[src/rtl/uart_pkg.sv]
// Shared types and helpers for the UART receiver.
// UART_RX_PARITY_EN adds the parity state to the state enum.
package uart_pkg;

   localparam int unsigned DATA_BITS_MIN  = 5;
   localparam int unsigned DATA_BITS_MAX  = 9;
   localparam int unsigned OVERSAMPLE_MIN = 8;
   localparam int unsigned OVERSAMPLE_MAX = 32;
   localparam int unsigned STOP_BITS_MIN  = 1;
   localparam int unsigned STOP_BITS_MAX  = 2;

   typedef enum logic [2:0] {
      StIdle,
      StStart,
      StData,
`ifdef UART_RX_PARITY_EN
      StParity,
`endif
      StStop,
      StBreak
   } uart_rx_state_t;

   function automatic logic maj3(input logic a, input logic b, input logic c);
      return (a & b) | (a & c) | (b & c);
   endfunction

   function automatic bit params_legal(input int unsigned data_bits,
                                       input int unsigned oversample,
                                       input int unsigned stop_bits);
      return (data_bits >= DATA_BITS_MIN) && (data_bits <= DATA_BITS_MAX) &&
             (oversample >= OVERSAMPLE_MIN) && (oversample <= OVERSAMPLE_MAX) &&
             ((oversample & (oversample - 1)) == 0) &&
             (stop_bits >= STOP_BITS_MIN) && (stop_bits <= STOP_BITS_MAX);
   endfunction

endpackage

[src/rtl/uart_baud_tick.sv]
// Baud tick generator: one-cycle pulse every div+1 clocks, held cleared by clr.
module uart_baud_tick (
   input  logic        clk,
   input  logic        rst_n,
   input  logic        clr,
   input  logic [15:0] div,
   output logic        tick
);

   logic [15:0] cnt_q;

   assign tick = !clr && (cnt_q == div);

   // Period counter restarts on every tick and whenever cleared.
   always_ff @(posedge clk) begin
      if (!rst_n || clr) begin
         cnt_q <= '0;
      end else if (tick) begin
         cnt_q <= '0;
      end else begin
         cnt_q <= cnt_q + 16'd1;
      end
   end

endmodule

[src/rtl/uart_rx_core.sv]
// Oversampling UART receiver with majority-vote bit sampling and a one-word
// output register. Optional parity checking is enabled by UART_RX_PARITY_EN.
module uart_rx_core
   import uart_pkg::*;
#(
   parameter int unsigned DATA_BITS  = 8,
   parameter int unsigned OVERSAMPLE = 16,
   parameter int unsigned STOP_BITS  = 1
) (
   input  logic                 clk,
   input  logic                 rst_n,
   input  logic                 rx_raw,
   input  logic [15:0]          baud_div,
`ifdef UART_RX_PARITY_EN
   input  logic                 parity_odd,
`endif
   output logic [DATA_BITS-1:0] rx_data,
   output logic                 rx_valid,
   input  logic                 rx_ready,
   output logic                 frame_err,
   output logic                 parity_err,
   output logic                 overrun,
   output logic                 busy
);

   localparam int unsigned CW = $clog2(OVERSAMPLE);
   localparam logic [CW-1:0] CNT_LO   = CW'(OVERSAMPLE / 2 - 1);
   localparam logic [CW-1:0] CNT_MID  = CW'(OVERSAMPLE / 2);
   localparam logic [CW-1:0] CNT_HI   = CW'(OVERSAMPLE / 2 + 1);
   localparam logic [CW-1:0] CNT_LAST = CW'(OVERSAMPLE - 1);
   localparam logic [3:0]    LAST_BIT  = 4'(DATA_BITS - 1);
   localparam logic          LAST_STOP = 1'(STOP_BITS - 1);

   if (!params_legal(DATA_BITS, OVERSAMPLE, STOP_BITS)) begin : g_param_check
      $fatal(1, "uart_rx_core: illegal DATA_BITS/OVERSAMPLE/STOP_BITS");
   end

   uart_rx_state_t state_q, state_d;
   logic                 sync1_q, sync2_q, prev_q;
   logic [1:0]           vld_q;
   logic                 line_fall;
   logic [15:0]          div_q;
   logic                 tick;
   logic [CW-1:0]        cnt_q, cnt_d;
   logic [3:0]           bit_q, bit_d;
   logic                 stop_q, stop_d;
   logic [1:0]           samp_q, samp_d;
   logic [DATA_BITS-1:0] shift_q, shift_d;
   logic                 ferr_q, ferr_d;
   logic                 maj, done;
`ifdef UART_RX_PARITY_EN
   logic                 perr_q, perr_d;
`endif

   // Synchronizer; vld_q marks when sync2_q holds real line data after reset,
   // so a line already low at reset release is not mistaken for a start edge.
   always_ff @(posedge clk) begin
      if (!rst_n) begin
         sync1_q <= 1'b1;
         sync2_q <= 1'b1;
         vld_q   <= 2'b00;
         prev_q  <= 1'b0;
      end else begin
         sync1_q <= rx_raw;
         sync2_q <= sync1_q;
         vld_q   <= {vld_q[0], 1'b1};
         prev_q  <= vld_q[1] ? sync2_q : 1'b0;
      end
   end

   assign line_fall = vld_q[1] && prev_q && !sync2_q;

   // Baud divisor is only taken while idle so a frame runs at one rate.
   always_ff @(posedge clk) begin
      if (!rst_n) begin
         div_q <= '0;
      end else if (state_q == StIdle) begin
         div_q <= baud_div;
      end
   end

   uart_baud_tick u_tick (
      .clk   (clk),
      .rst_n (rst_n),
      .clr   (state_q == StIdle),
      .div   (div_q),
      .tick  (tick)
   );

   // Frame FSM state and datapath registers.
   always_ff @(posedge clk) begin
      if (!rst_n) begin
         state_q <= StIdle;
         cnt_q   <= '0;
         bit_q   <= '0;
         stop_q  <= 1'b0;
         samp_q  <= '0;
         shift_q <= '0;
         ferr_q  <= 1'b0;
`ifdef UART_RX_PARITY_EN
         perr_q  <= 1'b0;
`endif
      end else begin
         state_q <= state_d;
         cnt_q   <= cnt_d;
         bit_q   <= bit_d;
         stop_q  <= stop_d;
         samp_q  <= samp_d;
         shift_q <= shift_d;
         ferr_q  <= ferr_d;
`ifdef UART_RX_PARITY_EN
         perr_q  <= perr_d;
`endif
      end
   end

   // Next-state logic; all bit decisions are made at the third sample (CNT_HI).
   always_comb begin
      state_d = state_q;
      cnt_d   = cnt_q;
      bit_d   = bit_q;
      stop_d  = stop_q;
      samp_d  = samp_q;
      shift_d = shift_q;
      ferr_d  = ferr_q;
`ifdef UART_RX_PARITY_EN
      perr_d  = perr_q;
`endif
      done    = 1'b0;
      maj     = maj3(samp_q[1], samp_q[0], sync2_q);
      unique case (state_q)
         StIdle: begin
            cnt_d  = '0;
            bit_d  = '0;
            stop_d = 1'b0;
            ferr_d = 1'b0;
`ifdef UART_RX_PARITY_EN
            perr_d = 1'b0;
`endif
            if (line_fall) state_d = StStart;
         end
         StBreak: begin
            if (sync2_q) state_d = StIdle;
         end
         default: begin
            if (tick) begin
               cnt_d = cnt_q + CW'(1);
               if (cnt_q == CNT_LO)  samp_d[1] = sync2_q;
               if (cnt_q == CNT_MID) samp_d[0] = sync2_q;
               case (state_q)
                  StStart: begin
                     if (cnt_q == CNT_HI && maj) state_d = StIdle;
                     else if (cnt_q == CNT_LAST) state_d = StData;
                  end
                  StData: begin
                     if (cnt_q == CNT_HI) shift_d = {maj, shift_q[DATA_BITS-1:1]};
                     if (cnt_q == CNT_LAST) begin
                        if (bit_q == LAST_BIT) begin
`ifdef UART_RX_PARITY_EN
                           state_d = StParity;
`else
                           state_d = StStop;
`endif
                        end else begin
                           bit_d = bit_q + 4'd1;
                        end
                     end
                  end
`ifdef UART_RX_PARITY_EN
                  StParity: begin
                     if (cnt_q == CNT_HI) perr_d = ((^shift_q) ^ maj) != parity_odd;
                     if (cnt_q == CNT_LAST) state_d = StStop;
                  end
`endif
                  StStop: begin
                     if (cnt_q == CNT_HI) begin
                        if (!maj) ferr_d = 1'b1;
                        if (stop_q == LAST_STOP) begin
                           done    = 1'b1;
                           state_d = (ferr_d && !sync2_q) ? StBreak : StIdle;
                        end
                     end else if (cnt_q == CNT_LAST) begin
                        stop_d = 1'b1;
                     end
                  end
                  default: ;
               endcase
            end
         end
      endcase
   end

   // Output word register: load when empty or being drained, else drop and flag.
   always_ff @(posedge clk) begin
      if (!rst_n) begin
         rx_data   <= '0;
         rx_valid  <= 1'b0;
         frame_err <= 1'b0;
         overrun   <= 1'b0;
`ifdef UART_RX_PARITY_EN
         parity_err <= 1'b0;
`endif
      end else begin
         overrun <= 1'b0;
         if (done) begin
            if (!rx_valid || rx_ready) begin
               rx_data   <= shift_q;
               frame_err <= ferr_d;
               rx_valid  <= 1'b1;
`ifdef UART_RX_PARITY_EN
               parity_err <= perr_q;
`endif
            end else begin
               overrun <= 1'b1;
            end
         end else if (rx_valid && rx_ready) begin
            rx_valid <= 1'b0;
         end
      end
   end

`ifndef UART_RX_PARITY_EN
   assign parity_err = 1'b0;
`endif

   assign busy = (state_q != StIdle);

endmodule

[config.mk]
export PLATFORM = sky130hd
export DESIGN_NAME = uart_rx_core
export DESIGN_NICKNAME = d
export VERILOG_FILES = /design/src/rtl/uart_pkg.sv /design/src/rtl/uart_baud_tick.sv /design/src/rtl/uart_rx_core.sv
export SDC_FILE = /design/constraint.sdc
export NUM_CORES = 1
export LEC_CHECK = 0
export BUFFER_PORTS_ARGS = -buffer_cell sky130_fd_sc_hd__buf_2
export CORE_MARGIN = 8
export CORE_UTILIZATION = 59
export CTS_BUF_LIST = sky130_fd_sc_hd__clkbuf_8
export DETAILED_ROUTE_END_ITERATION = 6
export PLACE_DENSITY_LB_ADDON = 0.12
export RECOVER_POWER = 100
export REMOVE_ABC_BUFFERS = 1
export SLEW_MARGIN = 40
export SYNTH_ARGS = -nofsm -noshare
export SYNTH_HDL_FRONTEND = slang
export SYNTH_SLANG_ARGS = --single-unit
[constraint.sdc]
create_clock -name clk -period 4.37 [get_ports clk]
set_input_delay 1.311 -clock clk [delete_from_list [all_inputs] [get_ports clk]]
set_output_delay 1.311 -clock clk [all_outputs]
set_load 0.005 [all_outputs]
-- After elaboration in Yosys (flattened, before gate mapping)
Cells that the tools add are included.
- output and inout port bits: 13
- register bits: 71
- add/sub/neg operators: 3
- mux-type cells: 43
- reductions and logical operators: 34
- bitwise operators: 7
- eq/ne operators: 20
- operators with widths (operator ; count):
    3-bit two-way mux ; 10
    1-bit two-way mux ; 22
    4-bit two-way mux ; 5
    16-bit by 1-bit adder with 16-bit output (second input constant) ; 1
    16-bit equality test ; 1
    4-bit one-hot mux with 2 select lines ; 2
    4-bit equality test (second input constant) ; 3
    2-bit AND reduction ; 5
    5-bit AND reduction ; 2
    2-bit nonzero test ; 5
    3-bit one-hot mux with 3 select lines ; 1
    9-bit AND reduction ; 1
    4-bit by 1-bit adder with 4-bit output (second input constant) ; 2
    4-bit by 3-bit equality test with 1-bit output (second input constant) ; 2
    4-bit by 2-bit inequality test with 1-bit output (second input constant) ; 2
    4-bit by 3-bit inequality test with 1-bit output (second input constant) ; 2
    3-bit by 2-bit equality test with 1-bit output (second input constant) ; 2
    1-bit logical AND ; 6
    2-bit by 1-bit inequality test with 1-bit output (second input constant) ; 3
    3-bit one-hot mux with 2 select lines ; 1
    3-bit AND reduction ; 2
    3-bit nonzero test ; 2
    5-bit by 4-bit inequality test with 1-bit output (second input constant) ; 1
    5-bit nonzero test ; 1
    12 further kinds ; 23

-- Longest topological paths before layout
Gate-level depths: netlist of run 1.
- depth after elaboration: 15
- depth in mapped cells: 8
- mapped depth without buffers: 7

-- Cells and area by module
From an unflattened synthesis of run 1, not the netlist that was laid out.
- cell total of the unflattened synthesis: 337
- area, all modules: 3135.5 sq um
- modules (own cells, without submodules) (module ; instances ; cells an instance ; area an instance (sq um)):
    uart_rx_core ; 1 ; 241 ; 2285.9
    uart_baud_tick ; 1 ; 96 ; 849.6

-- Worst setup path after synthesis of run 1
Ideal clock, no wire load.
- path type: reg-to-output
- start: register state_q[1]
- end: output port busy
- stages on the path, launching flop included: 6
- path buffers: 3
- arrival time: 1.444 ns
- path slack: 1.615 ns
- path through: dfxtp_1 > clkbuf_1 > nor3_2 > inv_1 > clkbuf_1 > clkbuf_1
- word-level cells in the longest chain between the ends: 1
- RTL lines (element ; RTL line ; source):
    start: declaration ; uart_rx_core.sv:38 ; uart_rx_state_t state_q, state_d;
    start signal: assignment ; uart_rx_core.sv:93 ; state_q <= StIdle;
    start signal: assignment ; uart_rx_core.sv:104 ; state_q <= state_d;
    3-bit nonzero test ; uart_rx_core.sv:226 ; assign busy = (state_q != StIdle);
    end: declaration ; uart_rx_core.sv:23 ; output logic busy
Every way passes these cells.

-- Final worst setup path of run 1
- start: register state_q[2]
- end: output port busy
The elaborated chain is that of the path after synthesis.

==> results of run 1 <==
[sequential cells by signal, summed over array words and instances, names as in the netlist]
| register | flops |
|---|---|
| div_q | 16 |
| u_tick.cnt_q | 16 |
| rx_data | 8 |
| shift_q | 8 |
| bit_q | 4 |
| cnt_q | 4 |
| state_q | 3 |
| samp_q | 2 |
| vld_q | 2 |
| ferr_q | 1 |
| frame_err | 1 |
| overrun | 1 |
| prev_q | 1 |
| rx_valid | 1 |
| stop_q | 1 |
| sync1_q | 1 |
| sync2_q | 1 |
[path summary, 6_finish.rpt]
| check | endpoint | cells past startpoint | start | slack, ns |
|---|---|---|---|---|
| setup / recovery | busy | 4 | state_q[2]$_SDFFE_PN0P_ | 1.17 |
| setup reg to reg | u_tick.cnt_q[13]$_SDFF_PP0_ | 6 | state_q[2]$_SDFFE_PN0P_ | 1.91 |
| hold / removal | sync2_q$_SDFF_PN1_ | 1 | sync1_q$_SDFF_PN1_ | 0.42 |
| hold reg to reg | sync2_q$_SDFF_PN1_ | 1 | sync1_q$_SDFF_PN1_ | 0.42 |
[final cells by class]
cell class                 count  area [sq um]
clock buffer                  10         137.6
clock inverter                 2         35.03
fill                         472          1854
inverter                       9         33.78
multi-input combinational    271          1624
sequential                    71          1421
tap                           72         90.09
timing repair buffer          36         175.2
[synthesized netlist by cell type (2+ instances only)]
master	count
o31ai_1	4
mux2i_1	10
or3_1	3
nand3b_1	4
and3_1	3
buf_2	4
o41ai_1	2
o21a_1	2
xor2_1	23
nand2b_1	4
or4_1	4
nand4_1	5
or2b_1	2
dfxtp_1	71
nand3_1	25
buf_6	2
nor4_1	5
and4_1	2
xnor2_1	7
a31oi_1	3
nor3_1	7
clkbuf_1	16
inv_1	9
nand2_1	63
ha_1	5
o21ai_0	11
a21oi_1	36
nor2_1	23
[cells in the final DEF (no fill, tap or decap), types with 2 or more instances in the layout]
master / instances
nor4_1: 5
o21a_1: 2
o31ai_1: 4
dfxtp_1: 71
nor2_1: 23
a31oi_1: 3
or2b_1: 2
and3_1: 3
nand3_1: 25
and4_1: 2
o41ai_1: 2
clkbuf_8: 10
inv_1: 9
o21ai_0: 11
nor3_1: 7
clkbuf_1: 10
buf_4: 3
nand2b_1: 4
or3_1: 3
ha_1: 5
or4_1: 5
nand4_1: 5
nand3b_1: 4
mux2i_1: 10
buf_2: 23
xor2_1: 23
nand2_1: 63
xnor2_1: 7
a21oi_1: 36
[layer usage]
layer	global-route usage [%]	routed length (um)	vias to the layer above
li1	-	-	1335
met1	22.62	3373	1216
met2	27.27	2905	59
met3	4.732	326	5
met4	7.402	62	0
met5	0	0	-
[power groups by stage]
stage          Clock, mW  Sequential (mW)  Combinational, mW
2_1_floorplan          0            0.688             0.0636
3_3_place_gp           0            0.691             0.0959
3_5_place_dp           0            0.691             0.0979
4_1_cts            0.493            0.677             0.0984
5_1_grt            0.522            0.679              0.107
6_report           0.480            0.677             0.0960
[cell families (layout without fill, tap and decap cells)]
family	after synthesis	in the layout	synth area share, %
AOI/OAI and AO/OA	67	67	13.42
DFF	71	71	44.46
adders and majority gates	6	6	2.270
other	1	1	0.1173
muxes	10	10	3.131
xor gates and xnor gates	30	30	8.219
and+or+nand+nor	157	157	23.76
buffers and inverters	33	57	4.618
[critical path: stages, from the launching register on]
cell and delay, ns:
dfxtp_1 0.47, nor3_2 0.22, clkbuf_1 0.58, inv_1 0.13
buf_2 0.16
==> impl_metrics.tcl, run 1 <==
set metrics [dict create \
    power.share.combinational_pct 7.7 \
    drt_first_iter_violations 113 \
    pre_cts_ws_ns 1.634 \
    port_buffers 31 \
    place.detailed.instances 459 \
    synthesis.area_per_instance_sq_um 8.525 \
    chipWidth_um 89.61 \
    die_area_sq_um 8030 \
    grt_first_pass_wirelength_um 11010 \
    power.density_cell_area_nw_per_um2 356.2 \
    final_clock_period_utilization_by_the_worst_path_pct 73.27 \
    die_height_um 89.61 \
    slew_violations 0 \
    synth_area_sq_um 3197 \
    clk-insertion-delay-late_ns 0.33 \
    p_sw_share_pct 22.87 \
    drc 0 \
    post-synth-top-area-fraction_pct 44.46 \
    via_count 2615 \
    detail_route.wirelength_um 6667 \
    final_core_util_pct 65.48 \
    core_area_sq_um 5371 \
    ys.flop_type "dfxtp_1" \
    post-cts-setup-buffers 0 \
    ranking_of_synthesized_cells_by_area "dfxtp_1, nand2_1, xor2_1" \
    gpl.final_weighted_congestion 0.7908 \
    pwr-share-seq_pct 54.1 \
    area_growth_pct 10.02 \
    cts_stage_hold_buffer_count 0 \
    synth_largest_area_cell "dfxtp_1" \
    relative_contribution_of_the_clock_network_to_total_power_pct 38.3 \
    required_time_at_the_worst_slack_endpoint_ns 3.06 \
    ys_seq_area_share_pct 44.46 \
    initial_antenna_violation_count 0 \
    path_max_fanout 17 \
    placement_rows 27 \
    antennaDiodeCount 0 \
    run_status "finished, final reports clean" \
    synth.ff_latch_count 71 \
    totalNegativeSetupSlack_ns 0 \
    setup.worst_path.class "reg2out" \
    drive_gt1_share_pct 10.78 \
    floorplan.io_pins 33 \
    startpoint_type "flop" \
    ir_drop_mv 0.2224 \
    yosysWarningCount 0 \
    max_clock_freq_mhz 312.3 \
    pin_count_of_the_biggest_net_entering_global_routing 32 \
    synthesis.instances 375 \
    initial_standard_cell_utilization_of_the_core_pct 59.52 \
    cts_max_level 3 \
    clock_tree.buffer_depth 2 \
    synth.lib_cells_used.distinct 48 \
    cell_internal_pwr_mw 0.9663 \
    hold_violations 0 \
    final_area_sq_um 3517 \
    postRouteAntennaNets 0 \
    total_power_mw 1.253 \
    crit_end_element "primary output" \
    clock_tree_from_tritoncts "yes" \
    clock-skew-final_ns 0.008382 \
    critPathArrivalTime_ns 1.89 \
    timing.slew.headroom_pct 10.89 \
    worstHoldPathType "reg2reg" \
    finalWorstPathRequiredPeriod_ns 3.202 \
    first_global_vias 2473 \
    detailedPlacementHpwl_um 4525 \
    timing.final.setup_violations 0 \
    path_clk_slew_ns 0.07 \
    stdcell_count 471 \
    placement.cell_area_sq_um 3366 \
    route.detailed.wl_per_inst_um 14.15 \
    worst-slew-pin-transition_ns 1.337 \
    async_flop_share_pct 0 \
    timing.final.ws_setup_ns 1.168 \
    cts_sinks 71 \
    synth_edf_count 0 \
    global_route.overflow_total 0 \
    grtUsageTotal_pct 17.64 \
    vias_per_cell 5.552 \
    nNetsFinal 423 \
    total_leakage_power_nw 1.309 \
    ctsRootBufferMaster "clkbuf_8" \
    first_pass_iters 4 \
    rsz0062_at_grt "no" \
    max_cap_violations 0 \
    net_switching_power_figure_mw 0.2866 \
    ctsResizeCount 0 \
    tritoncts.num_buffers 9 \
    fin_hold_ws_ns 0.4194 \
]
No activity file was read; power rests on OpenSTA's default activity.
==> run 2, diff against run 1 <==
Clock period 4.37 ns to 3.02 ns, I/O delays scaled along.
==> run 2 against run 1 <==
  * Via count rose by 1.5%
  * Final area barely moved
  * Sequential power rose by 44%
  * Utilization barely moved
  * Worst hold slack got worse by 0.0011 ns
  * Power rose by 49%
  * Sequential share of layout area barely moved
  * Clock skew rose by 0.0057 ns
  * First-iteration DRC count rose by 80%
==> impl_metrics.tcl, run 2 (same netlist as run 1, synthesis figures left out) <==
set metrics [dict create \
    rsz0062_at_grt "no" \
    ir_drop_mv 0.3231 \
    startpoint "u_tick.cnt_q[5]$_SDFF_PP0_" \
    placement.cell_area_sq_um 3373 \
    crit_family "simple AND/OR/NAND/NOR gates" \
    pin_count_of_the_biggest_net_entering_global_routing 32 \
    floorplan.io_pins 33 \
    path_depth 7 \
    drt_first_iter_violations 203 \
    postRouteAntennaNets 0 \
    clock-skew-final_ns 0.01409 \
    route.detailed.wl_per_inst_um 13.99 \
    timing.final.setup_violations 0 \
    totalNegativeSetupSlack_ns 0 \
    nNetsFinal 424 \
    critPathSlowestCell "dfxtp_1" \
    drive_gt1_share_pct 11.88 \
    worst-slew-pin-transition_ns 0.8949 \
    core_area_sq_um 5371 \
    pre_cts_ws_ns 0.7613 \
    cts_max_level 3 \
    power.density_cell_area_nw_per_um2 531.0 \
    antennaDiodeCount 0 \
    ctsRootBufferMaster "clkbuf_8" \
    crit_top_cell "clkbuf_2" \
    setup.worst_path.class "reg2reg" \
    worstHoldPathType "reg2reg" \
    initial_antenna_violation_count 0 \
    layout_common_cells "dfxtp_1, nand2_1, a21oi_1" \
    final_area_sq_um 3515 \
    ctsResizeCount 0 \
    clk-insertion-delay-late_ns 0.35 \
    hold_violations 0 \
    finalWorstPathRequiredPeriod_ns 2.537 \
    register_to_register_setup_slack_ns 0.48 \
    max_clock_freq_mhz 394.2 \
    via_count 2655 \
    timing.final.ws_setup_ns 0.4832 \
    first_global_vias 2491 \
    path_cells "xor2_1 -> nor4_1 -> nand4_1 -> clkbuf_2 -> nor3_1 -> clkbuf_2 -> mux2i_1" \
    startpoint_type "flop" \
    placement_rows 27 \
    tritoncts.num_buffers 9 \
    die_area_sq_um 8030 \
    detailedPlacementHpwl_um 4567 \
    crit_path_max_incr_delay_ns 0.44 \
    port_buffers 31 \
    area_growth_pct 9.941 \
    chipWidth_um 89.61 \
    gpl.final_weighted_congestion 0.7831 \
    cts_sinks 71 \
    post-cts-setup-buffers 0 \
    first_pass_iters 4 \
    min_path_cells 1 \
    global_route.overflow_total 0 \
    drc 0 \
    clock_tree.buffer_depth 2 \
    path_max_fanout 31 \
    total_leakage_power_nw 1.324 \
    vias_per_cell 5.578 \
    cts_stage_hold_buffer_count 0 \
    reg2regPathDepth 7 \
    final_clock_period_utilization_by_the_worst_path_pct 84.00 \
    n_fill_cell 463 \
    slew_violations 0 \
    top_regs "div_q x16, u_tick.cnt_q x16" \
    r2r_start "u_tick.cnt_q[5]$_SDFF_PP0_" \
    grtUsageTotal_pct 18.50 \
    path_clk_slew_ns 0.08 \
    required_time_at_the_worst_slack_endpoint_ns 3.29 \
    max_cap_violations 0 \
    critPathArrivalTime_ns 2.80 \
    clock_tree_from_tritoncts "yes" \
    run_status "finished, final reports clean" \
    crit_end_element "flop" \
    layout.cells.most_common "dfxtp_1" \
    detail_route.wirelength_um 6660 \
    die_height_um 89.61 \
    initial_standard_cell_utilization_of_the_core_pct 59.52 \
    timing.critical_path.buf_inv 2 \
    min-delay-start "sync1_q$_SDFF_PN1_" \
    grt_first_pass_wirelength_um 11520 \
    timing.slew.headroom_pct 40.34 \
]
[run 2: metrics by stage]
step | utilization [%] | hold WS, ns | instances | total power, mW
5_1_grt | 65.43 | 0.4330 | 476 | 1.938
6_report | 65.43 | 0.4183 | 476 | 1.866
2_1_floorplan | - | 0.3863 | 351 | 1.088
3_5_place_dp | 62.80 | 0.4006 | 460 | 1.144
4_1_cts | 66.43 | 0.4261 | 476 | 1.888
3_3_place_gp | 62.80 | 0.3885 | 460 | 1.140
[run 2: metal layers]
layer / up-vias / GRT usage [%] / share of wire (%)
met5: - / 0 / 0
met4: 0 / 8.912 / 2.2
met3: 16 / 4.641 / 6.4
li1: 1337 / - / -
met2: 73 / 27.14 / 44
met1: 1229 / 24.71 / 48
[run 2: where the power goes]
| part | switching [mW] | internal [mW] |
|---|---|---|
| registers | 0.0183 | 0.959 |
| logic | 0.0838 | 0.0508 |
| clock network | 0.371 | 0.383 |
| total | 0.474 | 1.39 |
[run 2: layout make-up]
type / instances / area [sq um] / area share [%]
multi-input combinational: 271 / 1595 / 45.39
sequential: 71 / 1421 / 40.44
timing repair buffer: 37 / 178.9 / 5.091
clock buffer: 9 / 123.9 / 3.524
tap: 72 / 90.09 / 2.563
clock inverter: 7 / 71.32 / 2.029
inverter: 9 / 33.78 / 0.9612
[run 2: worst paths after layout]
path	to
worst max-delay path	rx_data[6]$_SDFFE_PN0P_
worst min register to register	sync2_q$_SDFF_PN1_
worst max register to register	rx_data[6]$_SDFFE_PN0P_
worst min-delay path	sync2_q$_SDFF_PN1_
==> run 3, diff against run 2 <==
Settings changed: ABC_AREA set to 1, CORE_UTILIZATION 59 to 55.
Clock period 3.02 ns to 2.1 ns, I/O delays scaled along.
==> run 3 against run 2 <==
  * Combinational power increased to 13 times the previous value
  * Critical path depth shrank 2
  * Clock skew down 0.0056 ns
  * Global-route usage down 0.42 points
  * Non-clock buffer count rose by 5
  * Utilization is 3.3 points lower
  * Critical endpoint is now busy
==> impl_metrics.tcl, run 3 <==
set metrics [dict create \
    run_status "finished, final reports clean" \
    required_time_at_the_worst_slack_endpoint_ns 1.47 \
    ys_seq_area_share_pct 40.36 \
    initial_standard_cell_utilization_of_the_core_pct 56.11 \
    floorplan.io_pins 33 \
    layout.cells.most_common "nand2_1" \
    timing.final.ws_setup_ns 0.1059 \
    crit_family "buffers and inverters" \
    path_max_fanout 8 \
    crit_end_element "primary output" \
    clock-skew-final_ns 0.008471 \
    first_pass_iters 4 \
    min_path_cells 1 \
    ranking_of_synthesized_cells_by_area "dfxtp_1, nand2_1, nor2_1" \
    timing.slew.headroom_pct 57.60 \
    power.density_cell_area_nw_per_um2 1114 \
    path_clk_slew_ns 0.07 \
    yosysMostFrequentCell "nand2_1" \
    grtUsageTotal_pct 18.08 \
    synthesis.area_per_instance_sq_um 6.826 \
    postRouteAntennaNets 0 \
    ctsRootBufferMaster "clkbuf_8" \
    global_route.overflow_total 0 \
    route.detailed.wl_per_inst_um 11.90 \
    fin_hold_ws_ns 0.4132 \
    vias_per_cell 4.956 \
    detail_route.wirelength_um 7558 \
    slew_violations 0 \
    total_leakage_power_nw 1.757 \
    initial_antenna_violation_count 0 \
    stdcell_count 635 \
    clk-insertion-delay-late_ns 0.34 \
    max_clock_freq_mhz 501.5 \
    antennaDiodeCount 0 \
    cts_sinks 71 \
    nNetsFinal 579 \
    post-synth-top-area-fraction_pct 40.36 \
    timing.critical_path.buf_inv 3 \
    synthesis.instances 516 \
    chipWidth_um 96.03 \
    cts_stage_hold_buffer_count 0 \
    pin_count_of_the_biggest_net_entering_global_routing 20 \
    synth.ff_latch_count 71 \
    drc 0 \
    detailedPlacementHpwl_um 5591 \
    synth.cells.most_frequent "nand2_1, nor2_1, dfxtp_1" \
    die_height_um 96.03 \
    grt_first_pass_wirelength_um 13320 \
    reg2regPathDepth 11 \
    critPathSlowestCell "dfxtp_1" \
    drive_gt1_share_pct 11.65 \
    gpl.final_weighted_congestion 0.8310 \
    via_count 3147 \
    crit_top_cell "nor2_4" \
    path_depth 5 \
    async_flop_share_pct 0 \
    drt_first_iter_violations 88 \
    rsz0062_at_grt "no" \
    crit_path_max_incr_delay_ns 0.44 \
    synth.lib_cells_used.distinct 36 \
    synth_largest_area_cell "dfxtp_1" \
    totalNegativeSetupSlack_ns 0 \
    tritoncts.num_buffers 9 \
    ir_drop_mv 0.8172 \
    final_clock_period_utilization_by_the_worst_path_pct 94.96 \
    worst-slew-pin-transition_ns 0.6361 \
    clock_tree.buffer_depth 2 \
    core_area_sq_um 6277 \
    cts_max_level 3 \
    finalWorstPathRequiredPeriod_ns 1.994 \
    setup.worst_path.class "reg2out" \
    clock_tree_from_tritoncts "yes" \
    hold_violations 0 \
    layout_common_cells "nand2_1, nor2_1, dfxtp_1" \
    ys.flop_type "dfxtp_1" \
    first_global_vias 3086 \
    yosysWarningCount 0 \
    worstHoldPathType "reg2reg" \
    pre_cts_ws_ns 0.2669 \
    timing.final.setup_violations 0 \
    area_growth_pct 10.80 \
    top_regs "div_q x16, u_tick.cnt_q x16" \
    synth_area_sq_um 3522 \
    critPathArrivalTime_ns 1.36 \
    placement_rows 29 \
    synth_edf_count 0 \
    place.detailed.instances 617 \
    startpoint_type "flop" \
    die_area_sq_um 9221 \
    path_cells "nor2_4 -> inv_2 -> nor2_4 -> inv_1 -> clkbuf_1" \
    max_cap_violations 0 \
    port_buffers 31 \
]
[run 3: cell count changes after synthesis, sizes merged, moves of 5 or more]
cell,previous run,this run
xor2,23,8
nand3,25,20
clkbuf,16,5
nand4,5,14
nor2,23,88
inv,9,65
o21ai,11,24
xnor2,7,2
or4,5,0
nand2,63,144
mux2i,10,0
nor3b,0,5
[run 3: layout make-up]
type	count	area, sq um
multi-input cells	365	1764
fillers	592	2375
flip-flops and latches	71	1421
repair buffers	42	212.7
clock inverters	5	26.28
inverters	65	244.0
well taps	77	96.34
clock buffers	10	137.6
[run 3: where the power goes]
group	switching, mW	total (mW)	internal [mW]
Clock	0.497	0.941	0.444
Combinational	1.13	1.69	0.564
Sequential	0.164	1.72	1.55
[run 3: metal layers]
| metal | vias to the layer above | routed length [um] | global-route usage, % |
|---|---|---|---|
| met4 | 0 | 142 | 8.195 |
| met2 | 60 | 3612 | 31.04 |
| met3 | 15 | 316 | 3.354 |
| li1 | 1693 | - | - |
| met5 | - | 0 | 0 |
| met1 | 1379 | 3486 | 21.36 |
[run 3: final timing paths]
kind / startpoint / slack (ns) / end
max: state_q[1]$_SDFFE_PN0P_ / 0.11 / busy
min: sync1_q$_SDFF_PN1_ / 0.41 / sync2_q$_SDFF_PN1_
max reg2reg: u_tick.cnt_q[0]$_SDFF_PP0_ / 0.27 / shift_q[6]$_SDFFE_PN0P_
min reg2reg: sync1_q$_SDFF_PN1_ / 0.41 / sync2_q$_SDFF_PN1_
[run 3: what timing repair did]
item	in CTS	in global routing
pin swaps	1	1
gates resized for setup	0	0
endpoints found under the setup margin	1	1
setup buffers	1	2
[run 3: worst reg2reg max path: cells and delay by family, from the launching register on]
| kind | cells | cell delay [ns] |
|---|---|---|
| AO/OA/AOI/OAI | 1 | 0.19 |
| buffers and inverters | 1 | 0.06 |
| flip-flops | 1 | 0.41 |
| AND/OR/NAND/NOR | 9 | 1.06 |
[run 3: cell families after synthesis]
logic type	Yosys count	share of synthesized area (%)
buffers and inverters	80	9.343
AOI/OAI and AO/OA	65	9.485
other	1	0.1065
and+or+nand+nor	284	36.45
DFF	71	40.36
xor gates and xnor gates	10	2.487
adders and majority gates	5	1.776
[run 3: stage by stage]
step                      instance area (sq um)  power (mW)  util (%)
final                                      3902       4.349     62.17
after global routing                       3902       4.728     62.17
after CTS                                  3920       4.360     62.45
after detailed placement                   3749       3.401     59.72
after global placement                     3749       3.349     59.72
after floorplan                            3437       2.937         -
